File: src/rtl/pheap_issue.sv
// pheap_issue: front-end issue controller for the pipelined heap root level.
// Ports: clk, rst_n, enq_i/deq_i/kv_in requests, ready_o, kv_out/kv_out_valid,
//        count_o/full_o/empty_o occupancy, op_o token to root, root_kv_i/root_done_i.
// Encodings: op field {FREE=0, LEQ=1, DEQ=2, ENQ_DEQ=3} in op_o[KV_W+1:KV_W],
//            kv = {key, val} with key in the upper bits, KV_EMPTY = 0,
//            root_done_i == 2 means WAIT (root busy).
module pheap_issue #(
  parameter int CAPACITY = 8,
  parameter int SPACING  = 2,
  parameter int KEY_W    = 16,
  parameter int VAL_W    = 16,
  localparam int KV_W    = KEY_W + VAL_W,
  localparam int OP_W    = KV_W + 2,
  localparam int CW      = $clog2(CAPACITY + 1)
) (
  input  logic            clk,
  input  logic            rst_n,
  input  logic            enq_i,
  input  logic            deq_i,
  input  logic [KV_W-1:0] kv_in,
  output logic            ready_o,
  output logic [KV_W-1:0] kv_out,
  output logic            kv_out_valid,
  output logic [CW-1:0]   count_o,
  output logic            full_o,
  output logic            empty_o,
  output logic [OP_W-1:0] op_o,
  input  logic [KV_W-1:0] root_kv_i,
  input  logic [1:0]      root_done_i
);

  localparam logic [1:0] OP_FREE    = 2'd0;
  localparam logic [1:0] OP_LEQ     = 2'd1;
  localparam logic [1:0] OP_DEQ     = 2'd2;
  localparam logic [1:0] OP_ENQ_DEQ = 2'd3;
  localparam logic [1:0] DN_WAIT    = 2'd2;

  localparam logic [KV_W-1:0] KV_EMPTY = '0;
  localparam logic [CW-1:0]   CAP_C    = CW'(CAPACITY);
  // COOL lasts SPACING-1 cycles: counter loads SPACING-2 and exits at zero
  localparam logic [1:0]      COOL_LD  = 2'(SPACING - 2);

  typedef enum logic {
    S_IDLE,
    S_COOL
  } state_t;

  state_t          r_state;
  logic [1:0]      r_cool;
  logic [OP_W-1:0] r_op;
  logic [KV_W-1:0] r_kv_out;
  logic            r_kv_vld;
  logic [CW-1:0]   r_count;

  logic w_wait;
  logic w_full;
  logic w_empty;
  logic w_both;
  logic w_enq1;
  logic w_deq1;
  logic w_legal;
  logic w_ready;
  logic w_acc;
  logic w_gt;
  logic w_byp;
  logic w_swap;
  logic w_issue;

  assign w_wait  = (root_done_i == DN_WAIT);
  assign w_full  = (r_count == CAP_C);
  assign w_empty = (r_count == '0);

  assign w_both  = enq_i & deq_i;
  assign w_enq1  = enq_i & ~deq_i;
  assign w_deq1  = deq_i & ~enq_i;
  assign w_legal = w_both | (w_enq1 & ~w_full) | (w_deq1 & ~w_empty);

  assign w_ready = (r_state == S_IDLE) & ~w_wait;
  assign w_acc   = w_ready & w_legal;

  // kv_in that outranks the root (or an empty heap) leaves straight away
  assign w_gt    = kv_in[KV_W-1 -: KEY_W] > root_kv_i[KV_W-1 -: KEY_W];
  assign w_byp   = w_both & (w_empty | w_gt);
  assign w_swap  = w_both & ~w_byp;
  assign w_issue = w_acc & ~w_byp;

  always_ff @(posedge clk or negedge rst_n) begin
    if (!rst_n) begin
      r_state  <= S_IDLE;
      r_cool   <= '0;
      r_op     <= {OP_FREE, KV_EMPTY};
      r_kv_out <= KV_EMPTY;
      r_kv_vld <= 1'b0;
      r_count  <= '0;
    end else begin
      r_op     <= {OP_FREE, KV_EMPTY};
      r_kv_vld <= 1'b0;

      if (w_acc) begin
        unique case (1'b1)
          w_byp: begin
            r_kv_out <= kv_in;
            r_kv_vld <= 1'b1;
          end
          w_swap: begin
            r_op     <= {OP_ENQ_DEQ, kv_in};
            r_kv_out <= root_kv_i;
            r_kv_vld <= 1'b1;
          end
          w_enq1: begin
            r_op <= {OP_LEQ, kv_in};
          end
          default: begin
            r_op     <= {OP_DEQ, KV_EMPTY};
            r_kv_out <= root_kv_i;
            r_kv_vld <= 1'b1;
          end
        endcase
      end

      if (w_acc && w_enq1 && !w_full) begin
        r_count <= r_count + 1'b1;
      end else if (w_acc && w_deq1 && !w_empty) begin
        r_count <= r_count - 1'b1;
      end

      case (r_state)
        S_IDLE: begin
          if (w_issue && SPACING > 1) begin
            r_state <= S_COOL;
            r_cool  <= COOL_LD;
          end
        end
        S_COOL: begin
          if (r_cool == '0) begin
            r_state <= S_IDLE;
          end else begin
            r_cool <= r_cool - 1'b1;
          end
        end
        default: r_state <= S_IDLE;
      endcase
    end
  end

  assign ready_o      = w_ready;
  assign op_o         = r_op;
  assign kv_out       = r_kv_out;
  assign kv_out_valid = r_kv_vld;
  assign count_o      = r_count;
  assign full_o       = w_full;
  assign empty_o      = w_empty;

endmodule

File: config.mk
export PLATFORM = sky130hd
export DESIGN_NAME = pheap_issue
export DESIGN_NICKNAME = d
export VERILOG_FILES = /design/src/rtl/pheap_issue.sv
export SDC_FILE = /design/constraint.sdc
export NUM_CORES = 1
export LEC_CHECK = 0
export CORE_ASPECT_RATIO = 1.5
export CORE_MARGIN = 3
export CORE_UTILIZATION = 40
export CTS_BUF_LIST = sky130_fd_sc_hd__clkbuf_8 sky130_fd_sc_hd__clkbuf_16
export DETAILED_ROUTE_END_ITERATION = 16
export GPL_ROUTABILITY_DRIVEN = 0
export MAX_ROUTING_LAYER = met4
export PLACE_DENSITY_LB_ADDON = 0.08
export RECOVER_POWER = 100
export SETUP_SLACK_MARGIN = 0.2
export SLEW_MARGIN = 20
export SYNTH_ARGS = -nofsm -noshare
export SYNTH_HDL_FRONTEND = slang
export SYNTH_SLANG_ARGS = --single-unit
export TNS_END_PERCENT = 1
File: constraint.sdc
create_clock -name clk -period 6.2 [get_ports clk]
set_input_delay 0.62 -clock clk [delete_from_list [all_inputs] [get_ports clk]]
set_output_delay 0.62 -clock clk [all_outputs]
set_load 0.01 [all_outputs]
==> summary.txt, run 1 <==
Most frequent cells in the layout: dfrtp_1 (74), dlygate4sd3_1 (74), clkdlybuf4s50_1 (68)
WP data required: 6410 ps
Worst r2r src: count_o[0]
Area of the multi-input gates: 1510 um^2
Setup total negative slack: 0 ps
# diodes: 0
Largest net degree at the start of global routing: 75
Switching Share: 0.327
# rows: 41
Slew of the pin with the lowest slew margin: 3920 ps
Die outline height: 123 um
Clk sinks: 74
Routed WL per cell: 16.8 um
Peak VDD IR: 0.171 mV
TritonCTS buffer count: 9
Combinational power share: 0.371
Max Cap Violations: 3
Global-route wire length before repair: 16400 um
Yosys warns: 0
Worst Path Arrival: 4670 ps
Pre-CTS setup slack: 2530 ps
CTS tree: done
Port buffer count: 143
Total Wirelength: 10200 um
Drt pass-1 iters: 4
Horiz. Die Dim: 83.8 um
Final setup fails: 0
Final Slew Violations: 139
Mapped Cells: 365
Pwr/cell area: 357 nW/um^2
Area delta synth->final: 46.3%
NetSw: 620 uW
Initial core utilization: 0.421
Register bit count reported by yosys: 74
Mapped cell area: 3630 um^2
Synthesized area per cell: 9.94 um^2
Post-cts repair resize count: 0
GRT Total Usage: 0.210
Crit start category: input pin
Peak Freq: 224 MHz
Ports: 144
Max-slew headroom: -1.61
NumNets Final: 588
Fin cells: 610
Dpl hpwl: 7160 um
Initial antenna violation count: 0
Initial DRC count: 127
Hold Path Depth: 1
Total grt overflow: 0
Hold path startpoint: count_o[3]
Synthesized Nets: 455
Remaining DRCs: 0
R2R Path End: op_o[5]
Avg Vias per Cell: 5.22
CORE AREA: 8620 um^2
Layout Utilization: 0.616
Share of the yosys chip area belonging to registers: 0.510
Outcome: finished, violations left
CP max FO: 33
Final Hold Vio Count: 0
CTS H-tree lvls: 3
Leakage power: 2.35 nW
Placed insts: 594
FF-to-FF path depth: 7
Yosys cell types: 41
Die area: 10300 um^2
# fillers: 777
Post-CTS Setup Bufs: 0
Sequential share of power: 0.366
Layout cells sized above 1: 0.0477
Worst-skew pair later-pin latency: 330 ps
Period utilisation layout: 0.719
Vias: 3182
Post-route ant nets: 0
Clk slew on worst S/H paths: 60 ps
Failing checks: max-capacitance violations, max-slew violations
Maximum clock insertion buffer count: 2
Hold EP: count_o[3]
Post-cts hold buffer count: 0
Crit path kind: input pin to register
Fin crit period: 4460 ps
Seq. cell area: 1850 um^2
R2r setup slk: 2690 ps
Final WS setup: 1740 ps
HP Class: register to register
Crit end category: register
Number of global-route vias before repair: 3234
Clk_skew: 3.59 ps
Cell-internal power: 1.28 mW
RSZ-0062 raised after global routing: no
Root buffer cell: clkbuf_16
Clock group share of total power: 0.264
==> logic make-up after synthesis <==
group	after synthesis	synth area share
AO/OA/AOI/OAI	88	0.142
XOR/XNOR	4	0.00965
adder cells (fa/ha/maj)	20	0.0710
buffers and inverters	45	0.0596
flip-flops	74	0.510
multiplexers	1	0.00310
AND/OR/NAND/NOR	133	0.204
==> layout make-up <==
class / instances / area share
Inverter: 22 / 0.0156
Clock buffer: 9 / 0.0424
Sequential cell: 74 / 0.349
Multi-Input combinational cell: 246 / 0.285
Timing Repair Buffer: 145 / 0.271
Clock inverter: 7 / 0.0115
Tap cell: 107 / 0.0252
==> Yosys cell counts <==
cell type,n,area share
nand2b_2,1,0.0024
nand3b_4,1,0.0055
a31o_2,1,0.0024
dfrtp_1,74,0.51
nand4_4,1,0.0059
nand4_1,2,0.0034
o21ai_0,36,0.050
xnor2_1,2,0.0048
ha_1,19,0.065
buf_6,3,0.0093
and2_1,34,0.059
a21o_1,2,0.0041
clkbuf_1,6,0.0062
nor2b_1,1,0.0017
and4_1,1,0.0024
nand2_1,12,0.012
inv_1,21,0.022
clkbuf_2,2,0.0028
and3b_4,1,0.0034
buf_2,9,0.012
o211ai_1,2,0.0041
nand3_1,32,0.044
a31oi_1,33,0.057
nand3b_1,2,0.0041
inv_2,1,0.0010
mux2_2,1,0.0031
a21oi_1,9,0.012
nor2_1,38,0.039
a21boi_2,1,0.0031
fa_1,1,0.0055
nor3_1,2,0.0028
a311oi_1,1,0.0024
a21oi_2,1,0.0024
xor2_1,2,0.0048
buf_4,3,0.0062
nor3b_1,1,0.0021
o21ai_2,1,0.0024
nor3_2,1,0.0028
nor4_4,2,0.012
nand2b_1,1,0.0017
o21bai_1,1,0.0021
==> registers in the layout (all words and copies together), names as in the netlist <==
| register | count |
|---|---|
| count_o | 4 |
| kv_out | 32 |
| kv_out_valid | 1 |
| op_o | 34 |
| r_cool | 2 |
| r_state | 1 |
==> worst max-delay path, cell delays in order <==
cell and delay (ps):
clkdlybuf4s50_1 470, inv_1 50, ha_1 310, nand4_1 210, nor4_1 690, a21boi_0 420
nand3b_1 1120, a21oi_4 450, and2_0 310
==> metal layers <==
metal  part of all wire  vias up  track usage
li1                   -     1526            -
met1               0.41     1531        0.247
met2               0.52      112        0.356
met3              0.047       13       0.0410
met4              0.025        0       0.0795
met5                  0        -            -
==> metrics by stage <==
step                      hold WS, ps  power, mW  cell area (um^2)
after floorplan                   324       1.07              3630
after global placement            491       1.47              5080
after detailed placement          518       1.48              5090
after CTS                         474       1.99              5380
after global routing              542       2.02              5310
final                             519       1.90              5310
==> worst max path at each step <==
| stage | from | end | slack, ps | cells past startpoint |
|---|---|---|---|---|
| after global routing | root_kv_i[31] | op_o[5] | 1350 | 9 |
| after global placement | root_kv_i[31] | op_o[25] | 2370 | 9 |
| after detailed placement | root_kv_i[31] | r_cool[1] | 2530 | 9 |
| final | root_kv_i[31] | op_o[5] | 1740 | 9 |
| after floorplan | root_done_i[0] | count_o[3] | 3810 | 9 |
| after CTS | root_kv_i[31] | r_cool[1] | 2870 | 9 |
==> power by group through the flow <==
stage	logic [mW]	registers, mW	clock network (mW)
floorplan	0.304	0.768	0
global placement	0.763	0.704	0
detailed placement	0.775	0.710	0
CTS	0.778	0.703	0.509
global route	0.776	0.711	0.530
finish	0.703	0.693	0.500
Power figures use the tool's default switching activity.
==> run 2: changes to the inputs <==
--- a/config.mk
+++ b/config.mk
@@ -7,7 +7,7 @@
 export LEC_CHECK = 0
 export CORE_ASPECT_RATIO = 1.5
 export CORE_MARGIN = 3
-export CORE_UTILIZATION = 40
+export CORE_UTILIZATION = 39
 export CTS_BUF_LIST = sky130_fd_sc_hd__clkbuf_8 sky130_fd_sc_hd__clkbuf_16
 export DETAILED_ROUTE_END_ITERATION = 16
 export GPL_ROUTABILITY_DRIVEN = 0
==> constraint.sdc (replaced) <==
create_clock -name clk -period 3.9 [get_ports clk]
set_input_delay 0.39 -clock clk [delete_from_list [all_inputs] [get_ports clk]]
set_output_delay 0.39 -clock clk [all_outputs]
set_load 0.01 [all_outputs]
==> run 2 against run 1 <==
Compared with the run above: the run still ends with max-capacitance violations, max-slew violations left; register-to-register slack got worse by 1400 ps; clock skew about the same; first-iteration DRC count increased by 25%; sequential share of layout area decreased by 0.39 points; worst hold slack got worse by 6.2 ps; critical path type unchanged; critical endpoint is now op_o[8]; largest power group unchanged; highest routed layer unchanged.
==> summary.txt, run 2 (synthesized netlist as in run 1, its figures left out) <==
NetSw: 986 uW
Max-slew headroom: -0.219
Avg Vias per Cell: 5.26
Post-cts repair resize count: 0
Root buffer cell: clkbuf_16
Initial core utilization: 0.406
Most common cell after layout, fill and taps aside: dlygate4sd3_1
Clk_skew: 3.10 ps
Fin crit period: 3170 ps
Clk slew on worst S/H paths: 50 ps
Worst Path Arrival: 3440 ps
Port buffer count: 143
Initial antenna violation count: 0
# rows: 42
Post-CTS Setup Bufs: 0
TritonCTS buffer count: 9
Total grt overflow: 0
Initial DRC count: 159
Die area: 10500 um^2
Ports: 144
Met3 WL: 561 um
CTS tree: done
Sequential share of power: 0.360
Worst-skew pair later-pin latency: 330 ps
Routed WL per cell: 16.7 um
CORE AREA: 8930 um^2
Vias: 3241
Peak Freq: 315 MHz
Crit path kind: input pin to register
Crit end category: register
Cell-internal power: 2.06 mW
Layout cells sized above 1: 0.0554
WP data required: 4170 ps
Area delta synth->final: 47.9%
Clock group share of total power: 0.269
Max reg flops: 34
Met1 WL: 4020 um
Crit start category: input pin
Final setup fails: 0
HP Class: register to register
Period utilisation layout: 0.813
Slew of the pin with the lowest slew margin: 1830 ps
Total Wirelength: 10300 um
Setup total negative slack: 0 ps
Combinational power share: 0.370
Final Hold Vio Count: 0
Pwr/cell area: 568 nW/um^2
CTS H-tree lvls: 3
Post-cts hold buffer count: 0
Clk sinks: 74
Max Cap Violations: 1
GRT Total Usage: 0.210
Largest net degree at the start of global routing: 75
Outcome: finished, violations left
RSZ-0062 raised after global routing: no
Horiz. Die Dim: 84.8 um
CP max FO: 17
Remaining DRCs: 0
Most frequent cells in the layout: dlygate4sd3_1 (76), dfrtp_1 (74), clkdlybuf4s50_1 (66)
Failing checks: max-capacitance violations, max-slew violations
Number of global-route vias before repair: 3287
Top Metal Used: met4
Wire length on met2: 5400 um
Leakage power: 2.39 nW
Peak VDD IR: 0.310 mV
Drt pass-1 iters: 4
Layout Utilization: 0.601
Switching Share: 0.323
Global-route wire length before repair: 16600 um
Final Slew Violations: 75
Post-route ant nets: 0
Die outline height: 124 um
Worst hold slack: 513 ps
Dpl hpwl: 7300 um
Maximum clock insertion buffer count: 2
Total power: 3.05 mW
NumNets Final: 590
run 2: cell types whose count changed in the layout (fill, tap and decap cells not counted), moves of 2 or more:
cell,previous run,this run
dlygate4sd3_1,74,76
and2_1,21,19
clkinv_2,4,1
inv_1,22,24
clkbuf_8,0,2
clkbuf_2,0,2
clkdlybuf4s50_1,68,66
run 2: per-layer routing:
layer | vias up | global-route usage
li1 | 1540 | -
met1 | 1572 | 0.229
met2 | 108 | 0.357
met3 | 21 | 0.0549
met4 | 0 | 0.100
met5 | - | -
run 2: cell type report:
class                   instances  area [um^2]
diodes                          1         2.50
clock buffers                  11          253
clock inverters                 5         46.3
fillers                       819         3560
inverters                      22         82.6
multi-input cells             246         1550
flip-flops and latches         74         1850
well taps                     110          138
repair buffers                147         1450
run 2: metrics by stage:
stage | worst slack, ps | area, um^2 | std cells
after floorplan | 1740 | 3630 | 365
after global placement | 635 | 5100 | 599
after detailed placement | 755 | 5100 | 599
after CTS | 1080 | 5400 | 615
after global routing | 445 | 5370 | 615
final | 729 | 5370 | 616
run 2: path summary, 6_finish.rpt:
path / startpoint / to / slack [ps] / cells after the start
setup reg to reg: count_o[0] / op_o[8] / 1260 / 8
min in group asynchronous: rst_n / op_o[14] / 560 / 1
max in group asynchronous: rst_n / op_o[28] / 2260 / 1
setup / recovery: root_kv_i[31] / op_o[8] / 730 / 9
hold / removal: count_o[3] / count_o[3] / 510 / 1
hold reg to reg: count_o[3] / count_o[3] / 510 / 1
run 2: worst max-delay path: stages:
cell and delay (ps):
dlygate4sd3_1 570, inv_1 60, ha_1 350, nand4_4 150
nor4_4 330, a31oi_1 180, a21oi_2 630, clkbuf_1 550
and2_1 210
run 2: power groups by stage:
| stage | Sequential (mW) | Clock [mW] | Combinational, mW |
|---|---|---|---|
| 5_1_grt | 1.14 | 0.884 | 1.24 |
| 2_1_floorplan | 1.22 | 0 | 0.484 |
| 4_1_cts | 1.12 | 0.846 | 1.25 |
| 3_5_place_dp | 1.13 | 0 | 1.24 |
| 3_3_place_gp | 1.12 | 0 | 1.23 |
| 6_report | 1.10 | 0.821 | 1.13 |
